===== config.mk =====
export PLATFORM = sky130hd
export DESIGN_NAME = rps_match_controller
export DESIGN_NICKNAME = d
export VERILOG_FILES = /design/src/rtl/rps_match_controller.sv
export SDC_FILE = /design/constraint.sdc
export NUM_CORES = 1
export LEC_CHECK = 0
export CAP_MARGIN = 20
export CORE_MARGIN = 10
export CORE_UTILIZATION = 60
export DETAILED_ROUTE_END_ITERATION = 10
export HOLD_SLACK_MARGIN = 0.12
export PLACE_DENSITY = 0.87
export SETUP_SLACK_MARGIN = 0.4
export SYNTH_ARGS = -nofsm -noshare
export SYNTH_HDL_FRONTEND = slang
export SYNTH_SLANG_ARGS = --single-unit

===== constraint.sdc =====
create_clock -name CLK -period 3.7 [get_ports CLK]
set_clock_uncertainty 0.05 [all_clocks]
set_input_delay 0.74 -clock CLK [delete_from_list [all_inputs] [get_ports CLK]]
set_output_delay 0.74 -clock CLK [all_outputs]
set_load 0.005 [all_outputs]

===== src/rtl/rps_match_controller.sv =====
// Best-of-N rock-paper-scissors match sequencer: arbitrates button/PMOD choices,
// draws the computer's choice, scores each round and drives the result LEDs.
module rps_match_controller #(
  parameter int HOLD_CYCLES   = 12_000_000,
  parameter int FLASH_CYCLES  = 1_500_000,
  parameter int WINS_TO_MATCH = 3
) (
  input  logic       CLK,
  input  logic       RESETN,
  input  logic [2:0] btn_req,
  input  logic [2:0] pmod_req,
  output logic [1:0] person_choice,
  output logic [1:0] computer_choice,
  output logic       src_sel,
  output logic [2:0] result,
  output logic       result_valid,
  output logic [3:0] person_score,
  output logic [3:0] computer_score,
  output logic       match_over,
  output logic [2:0] leds
);

  localparam int HW = $clog2(2 * HOLD_CYCLES + 1);
  localparam int FW = $clog2(FLASH_CYCLES + 1);
  localparam logic [3:0] WINS = 4'(WINS_TO_MATCH);

  typedef enum logic [2:0] {IDLE, EVAL, SHOW, RELEASE, MATCH_END} state_t;

  state_t        state, state_nx;
  logic [1:0]    mod3, mod3_nx;
  logic          phase, phase_nx, phase_step;
  logic [FW-1:0] flash_cnt, flash_nx, flash_step;
  logic [HW-1:0] hold_cnt, hold_nx;
  logic          rr_ptr, rr_nx;
  logic [1:0]    person_nx, computer_nx;
  logic          src_nx;
  logic [2:0]    result_nx, outcome, leds_nx, winner_code;
  logic          valid_nx;
  logic [3:0]    pscore_nx, cscore_nx;
  logic          btn_ok, pmod_ok, take_pmod;

  function automatic logic one_hot3(input logic [2:0] v);
    return (v == 3'b001) || (v == 3'b010) || (v == 3'b100);
  endfunction

  function automatic logic [1:0] encode(input logic [2:0] v);
    case (v)
      3'b001:  return 2'd1;
      3'b010:  return 2'd2;
      3'b100:  return 2'd3;
      default: return 2'd0;
    endcase
  endfunction

  function automatic logic [2:0] judge(input logic [1:0] p, input logic [1:0] c);
    if (p == c) return 3'b100;
    if ((p == 2'd1 && c == 2'd3) || (p == 2'd2 && c == 2'd1) || (p == 2'd3 && c == 2'd2))
      return 3'b001;
    return 3'b010;
  endfunction

  assign btn_ok      = one_hot3(btn_req);
  assign pmod_ok     = one_hot3(pmod_req);
  assign outcome     = judge(person_choice, computer_choice);
  assign winner_code = (person_score == WINS) ? 3'b001 : 3'b010;
  assign flash_step  = (flash_cnt == FW'(FLASH_CYCLES - 1)) ? '0 : flash_cnt + 1'b1;
  assign phase_step  = (flash_cnt == FW'(FLASH_CYCLES - 1)) ? ~phase : phase;
  assign match_over  = (state == MATCH_END);

  always_comb begin
    state_nx    = state;
    mod3_nx     = (mod3 == 2'd2) ? 2'd0 : mod3 + 2'd1;
    phase_nx    = phase;
    flash_nx    = flash_cnt;
    hold_nx     = hold_cnt;
    rr_nx       = rr_ptr;
    person_nx   = person_choice;
    computer_nx = computer_choice;
    src_nx      = src_sel;
    result_nx   = result;
    valid_nx    = 1'b0;
    pscore_nx   = person_score;
    cscore_nx   = computer_score;
    leds_nx     = leds;
    take_pmod   = 1'b0;

    case (state)
      IDLE: begin
        flash_nx = flash_step;
        phase_nx = phase_step;
        leds_nx  = phase ? 3'b100 : 3'b011;
        if (btn_ok || pmod_ok) begin
          // Contested accepts alternate between sources; uncontested ones leave the pointer alone.
          take_pmod = pmod_ok && (!btn_ok || rr_ptr);
          if (btn_ok && pmod_ok) rr_nx = ~rr_ptr;
          person_nx   = encode(take_pmod ? pmod_req : btn_req);
          computer_nx = mod3 + 2'd1;
          src_nx      = take_pmod;
          state_nx    = EVAL;
        end
      end
      EVAL: begin
        result_nx = outcome;
        if (outcome[0]) pscore_nx = person_score + 4'd1;
        if (outcome[1]) cscore_nx = computer_score + 4'd1;
        valid_nx  = 1'b1;
        leds_nx   = outcome;
        hold_nx   = '0;
        state_nx  = SHOW;
      end
      SHOW: begin
        hold_nx = hold_cnt + 1'b1;
        if (hold_cnt == HW'(HOLD_CYCLES - 1)) begin
          hold_nx  = '0;
          leds_nx  = 3'b000;
          state_nx = RELEASE;
        end
      end
      RELEASE: begin
        // A button still held from the last round must be let go before play resumes.
        if (btn_req == 3'b000 && pmod_req == 3'b000) begin
          hold_nx  = '0;
          flash_nx = '0;
          phase_nx = 1'b0;
          if (person_score == WINS || computer_score == WINS) begin
            leds_nx  = winner_code;
            state_nx = MATCH_END;
          end else begin
            leds_nx  = 3'b000;
            state_nx = IDLE;
          end
        end
      end
      MATCH_END: begin
        hold_nx  = hold_cnt + 1'b1;
        flash_nx = flash_step;
        phase_nx = phase_step;
        leds_nx  = phase_step ? 3'b000 : winner_code;
        if (hold_cnt == HW'(2 * HOLD_CYCLES - 1)) begin
          hold_nx     = '0;
          flash_nx    = '0;
          phase_nx    = 1'b0;
          leds_nx     = 3'b000;
          pscore_nx   = 4'd0;
          cscore_nx   = 4'd0;
          person_nx   = 2'd0;
          computer_nx = 2'd0;
          result_nx   = 3'b000;
          state_nx    = IDLE;
        end
      end
      default: state_nx = IDLE;
    endcase
  end

  always_ff @(posedge CLK) begin
    if (!RESETN) begin
      state           <= IDLE;
      mod3            <= 2'd0;
      phase           <= 1'b0;
      flash_cnt       <= '0;
      hold_cnt        <= '0;
      rr_ptr          <= 1'b0;
      person_choice   <= 2'd0;
      computer_choice <= 2'd0;
      src_sel         <= 1'b0;
      result          <= 3'b000;
      result_valid    <= 1'b0;
      person_score    <= 4'd0;
      computer_score  <= 4'd0;
      leds            <= 3'b000;
    end else begin
      state           <= state_nx;
      mod3            <= mod3_nx;
      phase           <= phase_nx;
      flash_cnt       <= flash_nx;
      hold_cnt        <= hold_nx;
      rr_ptr          <= rr_nx;
      person_choice   <= person_nx;
      computer_choice <= computer_nx;
      src_sel         <= src_nx;
      result          <= result_nx;
      result_valid    <= valid_nx;
      person_score    <= pscore_nx;
      computer_score  <= cscore_nx;
      leds            <= leds_nx;
    end
  end

endmodule


# Word-level counts from Yosys, hierarchy flattened
# Cells that the tools add are included.
dict set report totals {
  register_bits 73
}
dict set report op_classes {
  bitwise_logic 3
  n_eq_ne 32
  n_mux 47
  n_addsub 5
  reduce_logical 35
}
# cell n
set ops {}
lappend ops {{one-hot mux 25 bit (4 select lines)} 1}
lappend ops {{two-way mux 25 bit} 3}
lappend ops {{two-way mux 21 bit} 3}
lappend ops {{one-hot mux 21 bit (3 select lines)} 1}
lappend ops {{two-way mux 3 bit} 13}
lappend ops {{one-hot mux 3 bit (5 select lines)} 2}
lappend ops {{adder 25 x 1 -> 25 bit (second input constant)} 1}
lappend ops {{equality test 25 x 24 -> 1 bit (second input constant)} 1}
lappend ops {{equality test 25 bit (second input constant)} 1}
lappend ops {{adder 21 x 1 -> 21 bit (second input constant)} 1}
lappend ops {{equality test 21 bit (second input constant)} 1}
lappend ops {{one-hot mux 4 bit (2 select lines)} 2}
lappend ops {{equality test 3 x 2 -> 1 bit (second input constant)} 5}
lappend ops {{AND reduction 3 bit} 5}
lappend ops {{two-way mux 2 bit} 7}
lappend ops {{equality test 3 x 1 -> 1 bit (second input constant)} 4}
lappend ops {{equality test 3 bit (second input constant)} 4}
lappend ops {{two-way mux 4 bit} 3}
lappend ops {{equality test 2 bit (second input constant)} 5}
lappend ops {{inequality test 2 bit (second input constant)} 5}
lappend ops {{zero test 3 bit} 3}
lappend ops {{logical OR 1 bit} 9}
lappend ops {{adder 4 x 1 -> 4 bit (second input constant)} 2}
lappend ops {{equality test 4 x 2 -> 1 bit (second input constant)} 2}
lappend ops {{other kinds (19)} 38}

# Logic depth before layout (Yosys ltp)
# Gate-level depths: netlist of the first run.
dict set report logic_depth {
  depth_word 11
  ltp_mapped 9
}

# Least setup slack after synthesis of the first run
# OpenSTA, ideal clock, no wires.
dict set report synth_timing {
  path_type {input port to flip-flop}
  startpoint {input pmod_req[0]}
  endpoint {register hold_cnt[20]}
  t_required_ns 3.535
  arrival_ns 2.291
  setup_slack_ns 1.244
  path_stages 7
  setup_time_ns 0.115
  path_cell_list {buf_4 -> nor4_4 -> a21oi_2 -> or4_4 -> nor3_1 -> xnor2_1 -> nor2_1}
}
dict set report synth_between {
  elab_chain_cells 4
}
# element line
set synth_rtl {}
lappend synth_rtl {{from (decl)} 11} ;# input logic [2:0] pmod_req,
lappend synth_rtl {{zero test 3 bit} 121} ;# if (btn_req == 3'b000 && pmod_req == 3'b000) begin
lappend synth_rtl {{logical AND 1 bit} 121}
lappend synth_rtl {{inequality test 2 bit (no source line)} -}
lappend synth_rtl {{AND reduction 2 bit (no source line)} -}
lappend synth_rtl {{to (signal assigned)} 177} ;# hold_cnt <= hold_nx;
lappend synth_rtl {{to (decl)} 33} ;# logic [HW-1:0] hold_cnt, hold_nx;
# No other way between the ends.
# A chain may end at the register's enable or synchronous reset.

# Worst setup path in the final report of the first run
dict set report layout_timing {
  startpoint {input btn_req[1]}
  endpoint {register flash_cnt[16]}
}
dict set report layout_between {
  elab_chain_cells 4
}
# element line
set layout_rtl {}
lappend layout_rtl {{from (decl)} 10} ;# input logic [2:0] btn_req,
lappend layout_rtl {{zero test 3 bit} 121}
lappend layout_rtl {{logical AND 1 bit} 121}
lappend layout_rtl {{inequality test 2 bit (no source line)} -}
lappend layout_rtl {{AND reduction 2 bit (no source line)} -}
lappend layout_rtl {{to (signal assigned)} 176} ;# flash_cnt <= flash_nx;
lappend layout_rtl {{to (decl)} 32} ;# logic [FW-1:0] flash_cnt, flash_nx, flash_step;
# No other way between the ends.

==> results.yml, run 1 <==
critical_path:
  start_kind: "primary input"
  worstPathArrival_ns: 3.06
  slowest_stage: "clkdlybuf4s50_1"
  crit_chain: "clkdlybuf4s50_1 > nor4_4 > a31oi_1 > nor3b_2 > nand3_1 > xor2_1 > nor2_1"
  reg2regPathDepth: 7
  rr_endpoint: "hold_cnt[10]$_SDFFE_PN0P_"
  reg2reg_from: "hold_cnt[0]$_SDFFE_PN0P_"
  crit_type: "primary input to flip-flop"
  cp-end-kind: "flip-flop"
  crit_required_ns: 3.89
  setup.worst_path.start: "btn_req[1]"
  cpPeakStageDelay_ns: 0.64
  worstPathMaxFanout: 13
  r2r_slack_ns: 0.88
  cp-endpoint: "flash_cnt[16]$_SDFFE_PN0P_"
global_routing:
  grt_max_degree: 22
  met3_usage: 0.0446
  met2_usage: 0.269
  gr-usage-all-layers: 0.172
  grt_util_met1: 0.216
  grt_pass1_vias: 3114
  grt_remaining_overflow: 0
  grt_busiest_layer: "met2"
  grt_pass1_wl_um: 14500
  antenna_found_initial: 0
floorplan:
  start_util: 0.615
  fp-row-count: 29
  fp.dieH_um: 101
  boundaryPins: 29
  die_x_um: 101
  core_area_um2: 6350
  die_area_um2: 10100
detailed_routing:
  final_antenna_net_count: 0
  drc: 0
  routed_via_density: 5.94
  drtPass1Iterations: 5
  route.detailed.wl_per_inst_um: 15.0
  num_vias: 3410
  dr.first_iter.drc_count: 146
  wl_um: 8600
placed_design:
  place_congestion: 0.846
  dp_hpwl_um: 6230
  port_buffers: 28
  dp_slack_ns: 0.480
clock_network:
  cts_made_buffers: 9
  cts_tree: "done"
  htree_num_levels: 3
  clockBufferDepth: 2
  cts_resized: 0
  cts_hold_buf: 0
  clk_latency_ns: 0.36
  cts.clk_slew.worst_paths_ns: 0.07
  postCtsSetupRepairBufs: 0
  cts_sinks: 73
  clock-root-buffer: "clkbuf_8"
power_and_ir_drop:
  power_frac_comb: 0.176
  p_sw_uw: 525
  p_per_area_nw_per_um2: 428
  clkPwrFrac: 0.355
  power_frac_seq: 0.468
  leakage_uw: 0.00154
  sw_frac_of_total: 0.279
  p_int_uw: 1360
  ir_drop_uv: 243
yosys:
  synth_edf_count: 0
  syn_nets: 486
  yosysWarnings: 0
  synth_seq_area_share: 0.374
  syn-instance-count: 473
  ys_types: 66
  synth_seq_cells: 73
  ys.flop_type: "dfxtp_1"
  synthArstFlopShare: 0
  syn_area_um2: 3900
  syn_area_per_cell_um2: 8.25
layout:
  final_nets: 506
  antenna_cells: 0
  post-route-util: 0.693
  fillCellCount: 492
  layout-drive-gt1-share: 0.0684
  area_delta_synth_final_pct: 12.8
timing:
  slew_violations: 0
  setup_viol: 0
  relSlewSlack: 0.466
  min_period_over_period: 0.774
  setup_ws_ns: 0.836
  clock.fmax_mhz: 349
  finalSetupTns_ns: 0
  hold_ws_ns: 0.365
  hold_violations: 0
  worst_slew_pin_slew_ns: 0.797
  min_period_ns: 2.86
  rsz0062_at_grt: "false"
flow_run:
  cap_violations: 0
outcome:
  status: "finished clean"
min_path:
  hold_class: "flip-flop to flip-flop"
==> critical path: cells and delay by family <==
kind                      cells  cell delay, ns
AOI/OAI and AO/OA             1            0.37
xor gates and xnor gates      1            0.16
buffers and inverters         1            0.64
and+or+nand+nor               4            1.14
==> layer usage <==
layer | vias up | share of wire
met2 | 96 | 0.47
met5 | - | 0
li1 | 1715 | -
met4 | 0 | 0.020
met1 | 1578 | 0.45
met3 | 21 | 0.061
==> metrics by stage <==
step                instances  area [µm²]  total power [µW]
floorplan                 473        3900              1120
global placement          559        4190              1210
detailed placement        559        4190              1230
CTS                       574        4400              1890
global route              574        4400              1970
finish                    574        4400              1880
==> placed cells by master, fill, tap and decap left out, types with 6 or more instances in the layout <==
cell / n
nor2_1: 67
dfxtp_1: 73
nand2_1: 48
clkdlybuf4s50_1: 28
xnor2_1: 20
nor3_1: 13
nand4_1: 12
and3_1: 8
o21ai_0: 15
nor2b_1: 9
and2_1: 6
inv_1: 8
a21oi_1: 19
xor2_1: 29
nand3_1: 25
clkbuf_8: 9
==> registers in the layout, indices dropped and copies added (netlist names) <==
name,cells
rr_ptr,1
flash_cnt,21
person_choice,2
mod3,2
hold_cnt,25
result,3
phase,1
leds,3
state,3
computer_score,4
src_sel,1
computer_choice,2
result_valid,1
person_score,4
==> power by group through the flow <==
stage	Combinational (µW)	Sequential (µW)	Clock, µW
2_1_floorplan	237	882	0
3_3_place_gp	316	896	0
3_5_place_dp	331	899	0
4_1_cts	333	881	680
5_1_grt	368	890	707
6_report	332	882	669
==> worst min-delay path by stage <==
stage / startpoint / endpoint / slack [ns] / cells past startpoint
after global placement: mod3[0]$_SDFF_PP0_ / mod3[0]$_SDFF_PP0_ / 0.35 / 1
after CTS: mod3[0]$_SDFF_PP0_ / mod3[0]$_SDFF_PP0_ / 0.37 / 1
final: mod3[0]$_SDFF_PP0_ / mod3[0]$_SDFF_PP0_ / 0.37 / 1
after floorplan: mod3[0]$_SDFF_PP0_ / mod3[0]$_SDFF_PP0_ / 0.34 / 1
after detailed placement: mod3[0]$_SDFF_PP0_ / mod3[0]$_SDFF_PP0_ / 0.36 / 1
after global routing: mod3[0]$_SDFF_PP0_ / mod3[0]$_SDFF_PP0_ / 0.39 / 1
==> logic make-up (layout without fill, tap and decap cells) <==
kind of cell    after synthesis  after routing  synth area share
compound gates               78             78             0.132
fa+ha+maj                     5              5            0.0160
buf+inv                      30             54            0.0353
flops                        73             73             0.374
mux                           4              4            0.0103
simple gates                234            234             0.322
xor+xnor                     49             49             0.110
==> final cells by class <==
cell class / instances / area, µm² / area share
clock buffers: 10 / 128 / 0.0290
flip-flops and latches: 73 / 1460 / 0.332
clock inverters: 5 / 81.3 / 0.0185
well taps: 77 / 96.3 / 0.0219
inverters: 8 / 30.0 / 0.00682
multi-input cells: 370 / 2300 / 0.523
repair buffers: 31 / 303 / 0.0688
==> synth_stat cells, types with 3 or more instances <==
cell       n  area (µm²)
a211oi_1   3        22.5
a21o_1     3        22.5
a21oi_1   19        95.1
a31oi_1    5        31.3
and2_1     6        37.5
and3_1     8        50.1
and4_1     5        43.8
buf_4      4        30.0
clkbuf_1  15        56.3
dfxtp_1   73        1460
ha_1       5        62.6
inv_1      8        30.0
mux2i_1    4        40.0
nand2_1   48         180
nand2b_1   4        25.0
nand3_1   25         125
nand3b_1   4        30.0
nand4_1   12        75.1
nand4b_1   3        26.3
nor2_1    67         251
nor2b_1    9        56.3
nor3_1    13        65.1
nor3b_1    3        22.5
nor4_1     3        18.8
o211ai_1   5        37.5
o21ai_0   15        75.1
o21ai_1    3        15.0
or3_1      3        18.8
or4_4      3        33.8
xnor2_1   20         175
xor2_1    29         254
Note: power is estimated with default switching activity, not from simulation.
==> run 2: changes to the inputs <==
--- a/config.mk
+++ b/config.mk
@@ -7,10 +7,10 @@
 export LEC_CHECK = 0
 export CAP_MARGIN = 20
 export CORE_MARGIN = 10
-export CORE_UTILIZATION = 60
+export CORE_UTILIZATION = 53
 export DETAILED_ROUTE_END_ITERATION = 10
 export HOLD_SLACK_MARGIN = 0.12
-export PLACE_DENSITY = 0.87
+export PLACE_DENSITY = 0.82
 export SETUP_SLACK_MARGIN = 0.4
 export SYNTH_ARGS = -nofsm -noshare
 export SYNTH_HDL_FRONTEND = slang
==> constraint.sdc (replaced) <==
create_clock -name CLK -period 2.4 [get_ports CLK]
set_clock_uncertainty 0.05 [all_clocks]
set_input_delay 0.48 -clock CLK [delete_from_list [all_inputs] [get_ports CLK]]
set_output_delay 0.48 -clock CLK [all_outputs]
set_load 0.005 [all_outputs]
==> run 2 against run 1 <==
Utilization grew 9.8 points. Sequential share of layout area shrank 6.7 points. Worst setup slack lost 0.70 ns. Non-clock buffer count grew 73. First-iteration DRC count grew to 3.5 times the previous value. Wire length grew 61%. Combinational power grew to 2.5 times the previous value. Critical endpoint is now leds[2]$_SDFFE_PN0P_. Largest power group is now clock. Highest routed layer unchanged.
==> results.yml, run 2 (synthesized netlist as in run 1, its figures left out) <==
critical_path:
  crit_family: "simple AND/OR/NAND/NOR gates"
  reg2reg_from: "hold_cnt[24]$_SDFFE_PN0P_"
  worstPathMaxFanout: 5
  cp.depth: 7
  critPathBufInv: 1
  crit_chain: "or4b_4 > nor3_4 > a31oi_1 > a211oi_2 > buf_4 > nor2_1 > a311oi_1"
  reg2regPathDepth: 7
  start_kind: "flip-flop"
  slowest_stage: "or4b_4"
  crit_required_ns: 2.62
  worstPathArrival_ns: 2.48
  cp-end-kind: "flip-flop"
  crit_type: "flip-flop to flip-flop"
  cpPeakStageDelay_ns: 0.55
  setup.worst_path.start: "hold_cnt[24]$_SDFFE_PN0P_"
clock_network:
  clock-root-buffer: "clkbuf_8"
  cts_made_buffers: 9
  htree_num_levels: 3
  cts_hold_buf: 0
  cts_sinks: 73
  clk_latency_ns: 0.37
  cts_tree: "done"
  cts.clk_slew.worst_paths_ns: 0.09
  clockBufferDepth: 2
global_routing:
  grt_remaining_overflow: 0
  gr-usage-all-layers: 0.193
  grt_pass1_vias: 3701
  antenna_found_initial: 0
  grt_busiest_layer: "met2"
  grt_pass1_wl_um: 18100
  grt_max_degree: 15
  met3_usage: 0.0420
  grt_util_met1: 0.235
  met2_usage: 0.321
power_and_ir_drop:
  power_frac_comb: 0.235
  leakage_uw: 0.00214
  power_frac_seq: 0.381
  clkPwrFrac: 0.384
  power_uw: 3600
  p_per_area_nw_per_um2: 630
  p_sw_uw: 1020
  p_int_uw: 2570
  ir_drop_uv: 374
  sw_frac_of_total: 0.284
floorplan:
  die_x_um: 106
  fp-row-count: 31
  boundaryPins: 29
  die_area_um2: 11200
  fp.dieH_um: 106
  core_area_um2: 7210
  start_util: 0.541
detailed_routing:
  drc: 0
  final_antenna_net_count: 0
  routed_via_density: 6.44
  wl_um: 13800
  num_vias: 4317
  route.detailed.wl_per_inst_um: 20.6
  drtPass1Iterations: 8
  dr.first_iter.drc_count: 516
min_path:
  hold_path.startpoint: "mod3[0]$_SDFF_PP0_"
  hold_class: "flip-flop to flip-flop"
  min_path_cells: 1
layout:
  final_nets: 580
  final_common_cell: "buf_4"
  layout_common_cells: "buf_4, dfxtp_1, nand2_1, nor2_1, xor2_1"
  fillCellCount: 402
  layout-drive-gt1-share: 0.364
  reg_top3: "hold_cnt (25), flash_cnt (21)"
  largest-register: "hold_cnt"
  finalInstanceArea_um2: 5710
  antenna_cells: 0
  area_delta_synth_final_pct: 46.3
  largest_register_ffs: 25
timing:
  worst_slew_pin_slew_ns: 0.591
  setup_viol: 0
  hold_violations: 0
  slew_violations: 0
  min_period_over_period: 0.942
  rsz0062_at_grt: "true"
  min_period_ns: 2.26
  relSlewSlack: 0.606
  clock.fmax_mhz: 443
  setup_ws_ns: 0.140
placed_design:
  place_congestion: 0.856
  port_buffers: 28
  dp_hpwl_um: 6680
  dp_slack_ns: -0.134
  dpl_cell_area_um2: 4530
outcome:
  status: "finished clean"
flow_run:
  cap_violations: 0
-- run 2: cell types whose count changed in the layout (fill, tap and decap cells not counted), sizes merged --
cell           change
bufinv             +3
dlygate4sd2        +5
clkbuf             -1
clkinv             -1
clkdlybuf4s50      -6
a21bo              +1
dlymetal6s2s       +1
buf               +73
clkinvlp           -1
-- run 2: final cells by class --
type	count	area (µm²)	share of cell area
multi-input cells	371	2790	0.489
flip-flops and latches	73	1520	0.265
repair buffers	104	968	0.170
clock inverters	6	155	0.0272
clock buffers	9	124	0.0217
well taps	99	124	0.0217
inverters	8	30.0	0.00526
-- run 2: metal layers --
layer  routed length [µm]  share of wire
met1                 5160           0.37
met2                 6540           0.47
met3                 1240          0.089
met4                  906          0.065
met5                    0              0
-- run 2: repair_timing --
item	CTS	global route
cloned	3	1
resized for setup	78	83
pin swaps	26	38
endpoints found under the hold margin	0	0
buffers inserted	19	16
endpoints found under the setup margin	65	68
-- run 2: power by group through the flow --
stage          clock network [µW]  logic, µW  registers (µW)
2_1_floorplan                   0        367            1360
3_3_place_gp                    0        552            1380
4_1_cts                      1360        659            1360
3_5_place_dp                    0        569            1390
6_report                     1380        845            1370
5_1_grt                      1420        891            1380
-- run 2: through the flow --
step | setup TNS [ns] | utilization | hold WS (ns) | cells
finish | 0 | 0.791 | 0.366 | 670
global route | 0 | 0.791 | 0.401 | 670
CTS | 0 | 0.729 | 0.365 | 653
detailed placement | -1.94 | 0.629 | 0.355 | 616
global placement | -0.528 | 0.629 | 0.348 | 616
floorplan | 0 | - | 0.342 | 473
-- run 2: final timing paths --
kind	end	slack (ns)
min	mod3[0]$_SDFF_PP0_	0.37
max reg2reg	leds[2]$_SDFFE_PN0P_	0.14
max	leds[2]$_SDFFE_PN0P_	0.14
min reg2reg	mod3[0]$_SDFF_PP0_	0.37
==> run 3: changes to the inputs <==
--- a/config.mk
+++ b/config.mk
@@ -6,12 +6,13 @@
 export NUM_CORES = 1
 export LEC_CHECK = 0
 export CAP_MARGIN = 20
-export CORE_MARGIN = 10
+export CORE_MARGIN = 3
 export CORE_UTILIZATION = 53
 export DETAILED_ROUTE_END_ITERATION = 10
 export HOLD_SLACK_MARGIN = 0.12
 export PLACE_DENSITY = 0.82
 export SETUP_SLACK_MARGIN = 0.4
+export SKIP_LAST_GASP = 1
 export SYNTH_ARGS = -nofsm -noshare
 export SYNTH_HDL_FRONTEND = slang
 export SYNTH_SLANG_ARGS = --single-unit
==> run 3 against run 2 <==
Non-clock buffer count grew 18. Die area shrank 25%. First-iteration DRC count grew 53%. Largest cell class unchanged. Worst hold slack gained 0.045 ns. The flow now finishes with violations (setup timing). Wire length grew 27%. Clock-buffer cell count grew 2.
==> results.yml, run 3 (synthesized netlist as in run 1, its figures left out) <==
global_routing:
  grt_max_degree: 15
  antenna_found_initial: 1
  grt_pass1_wl_um: 20300
  gr-usage-all-layers: 0.299
  grt_remaining_overflow: 0
  grt_busiest_layer: "met2"
  grt_pass1_vias: 4190
  grt_util_met1: 0.342
  met2_usage: 0.503
  met3_usage: 0.0607
clock_network:
  clk_latency_ns: 0.39
  cts_tree: "done"
  clock-root-buffer: "clkbuf_8"
  cts_sinks: 73
  clockBufferDepth: 2
  cts.clk_slew.worst_paths_ns: 0.12
  cts_made_buffers: 9
  htree_num_levels: 3
placed_design:
  place_congestion: 0.908
  port_buffers: 28
  dp_cells: 617
  dp_hpwl_um: 6740
  dpl_cell_area_um2: 4570
layout:
  final_nets: 598
  reg_top3: "hold_cnt (25), flash_cnt (21)"
  area_delta_synth_final_pct: 52.5
  final_common_cell: "buf_4"
  layout-drive-gt1-share: 0.397
  finalInstanceArea_um2: 5950
  final_cells: 687
  layout_common_cells: "buf_4, dfxtp_1, nand2_1, nor2_1, xor2_1"
  fillCellCount: 298
  largest-register: "hold_cnt"
  largest_register_ffs: 25
flow_run:
  cap_violations: 0
detailed_routing:
  routed_via_density: 6.99
  drtPass1Iterations: 6
  num_vias: 4803
  route.detailed.wl_per_inst_um: 25.6
  final_antenna_net_count: 0
  wl_um: 17600
  dr.first_iter.drc_count: 788
  drc: 0
timing:
  relSlewSlack: 0.575
  worst_slew_pin_slew_ns: 0.636
  setup_ws_ns: -0.120
  clock.fmax_mhz: 397
  hold_ws_ns: 0.411
  hold_violations: 0
  setup_viol: 2
  rsz0062_at_grt: "true"
  slew_violations: 0
  min_period_ns: 2.52
  min_period_over_period: 1.05
power_and_ir_drop:
  clkPwrFrac: 0.333
  power_uw: 3500
  power_frac_seq: 0.389
  sw_frac_of_total: 0.326
  ir_drop_uv: 351
  power_frac_comb: 0.278
  p_sw_uw: 1140
  p_per_area_nw_per_um2: 589
  leakage_uw: 0.00226
  p_int_uw: 2360
critical_path:
  start_kind: "flip-flop"
  reg2reg_from: "hold_cnt[21]$_SDFFE_PN0P_"
  cp-endpoint: "computer_score[1]$_SDFFE_PN0P_"
  cp-end-kind: "flip-flop"
  crit_type: "flip-flop to flip-flop"
  rr_endpoint: "computer_score[1]$_SDFFE_PN0P_"
  crit_required_ns: 2.66
  r2r_slack_ns: -0.12
  worstPathMaxFanout: 7
  reg2regPathDepth: 9
  setup.worst_path.start: "hold_cnt[21]$_SDFFE_PN0P_"
  worstPathArrival_ns: 2.78
floorplan:
  fp-row-count: 30
  boundaryPins: 29
  core_area_um2: 6980
  die_area_um2: 8430
  fp.dieH_um: 91.8
  die_x_um: 91.8
  start_util: 0.559
outcome:
  violations: "setup timing"
  status: "finished with violations"
min_path:
  hold_class: "flip-flop to flip-flop"
-- run 3: cell types whose count changed in the layout (fill, tap and decap cells not counted), sizes merged, moves of 2 or more --
cell / change
buf: +14
bufinv: -3
clkbuf: +6
dlymetal6s2s: +2
-- run 3: what timing repair did --
action	4_1_cts	5_1_grt
pin swaps	22	44
endpoints found under the hold margin	0	0
gates cloned	2	5
hold buffers	0	0
setup buffers	30	16
endpoints found under the setup margin	66	64
resized for setup	63	104
-- run 3: how the worst min path moves through the flow --
stage	from	end	slack (ns)	cells after the start
2_1_floorplan	mod3[0]$_SDFF_PP0_	mod3[0]$_SDFF_PP0_	0.34	1
4_1_cts	mod3[0]$_SDFF_PP0_	mod3[0]$_SDFF_PP0_	0.37	1
3_3_place_gp	mod3[0]$_SDFF_PP0_	mod3[0]$_SDFF_PP0_	0.35	1
5_1_grt	mod3[0]$_SDFF_PP0_	mod3[0]$_SDFF_PP0_	0.45	1
6_report	mod3[0]$_SDFF_PP0_	mod3[0]$_SDFF_PP0_	0.41	1
3_5_place_dp	mod3[0]$_SDFF_PP0_	mod3[0]$_SDFF_PP0_	0.36	1
-- run 3: final cells by class --
type / count / area [µm²] / share of cell area
multi-input cells: 371 / 2860 / 0.481
repair buffers: 122 / 1190 / 0.201
inverters: 8 / 30.0 / 0.00504
diodes: 1 / 2.50 / 0.000420
clock inverters: 5 / 77.6 / 0.0130
well taps: 96 / 120 / 0.0202
clock buffers: 11 / 151 / 0.0254
flip-flops and latches: 73 / 1510 / 0.254
-- run 3: metal layers --
metal,wire (µm),vias up
met2,7830,493
met5,0,-
met1,5870,2211
met4,1650,0
li1,-,1911
met3,2210,188
-- run 3: worst max-delay path, stage by stage (launching register included) --
cell	delay, ns
dfxtp_1	0.40
nand3b_1	0.14
or4_4	0.59
nor3_4	0.28
buf_12	0.18
buf_6	0.11
a21oi_4	0.04
buf_4	0.16
nand3b_1	0.26
a21oi_2	0.23
-- run 3: metrics by stage --
| stage | TNS (ns) | setup slack [ns] | utilization |
|---|---|---|---|
| floorplan | 0 | 0.289 | - |
| global placement | -0.793 | -0.0865 | 0.655 |
| detailed placement | -2.07 | -0.107 | 0.655 |
| CTS | 0 | 0.295 | 0.763 |
| global route | -1.26 | -0.171 | 0.853 |
| finish | -0.154 | -0.120 | 0.853 |
-- run 3: power groups by stage --
| stage | combinational [µW] | clock (µW) | sequential [µW] |
|---|---|---|---|
| final | 975 | 1170 | 1360 |
| after global routing | 1010 | 1200 | 1370 |
| after CTS | 712 | 1110 | 1350 |
| after detailed placement | 572 | 0 | 1390 |
| after global placement | 551 | 0 | 1380 |
| after floorplan | 367 | 0 | 1360 |
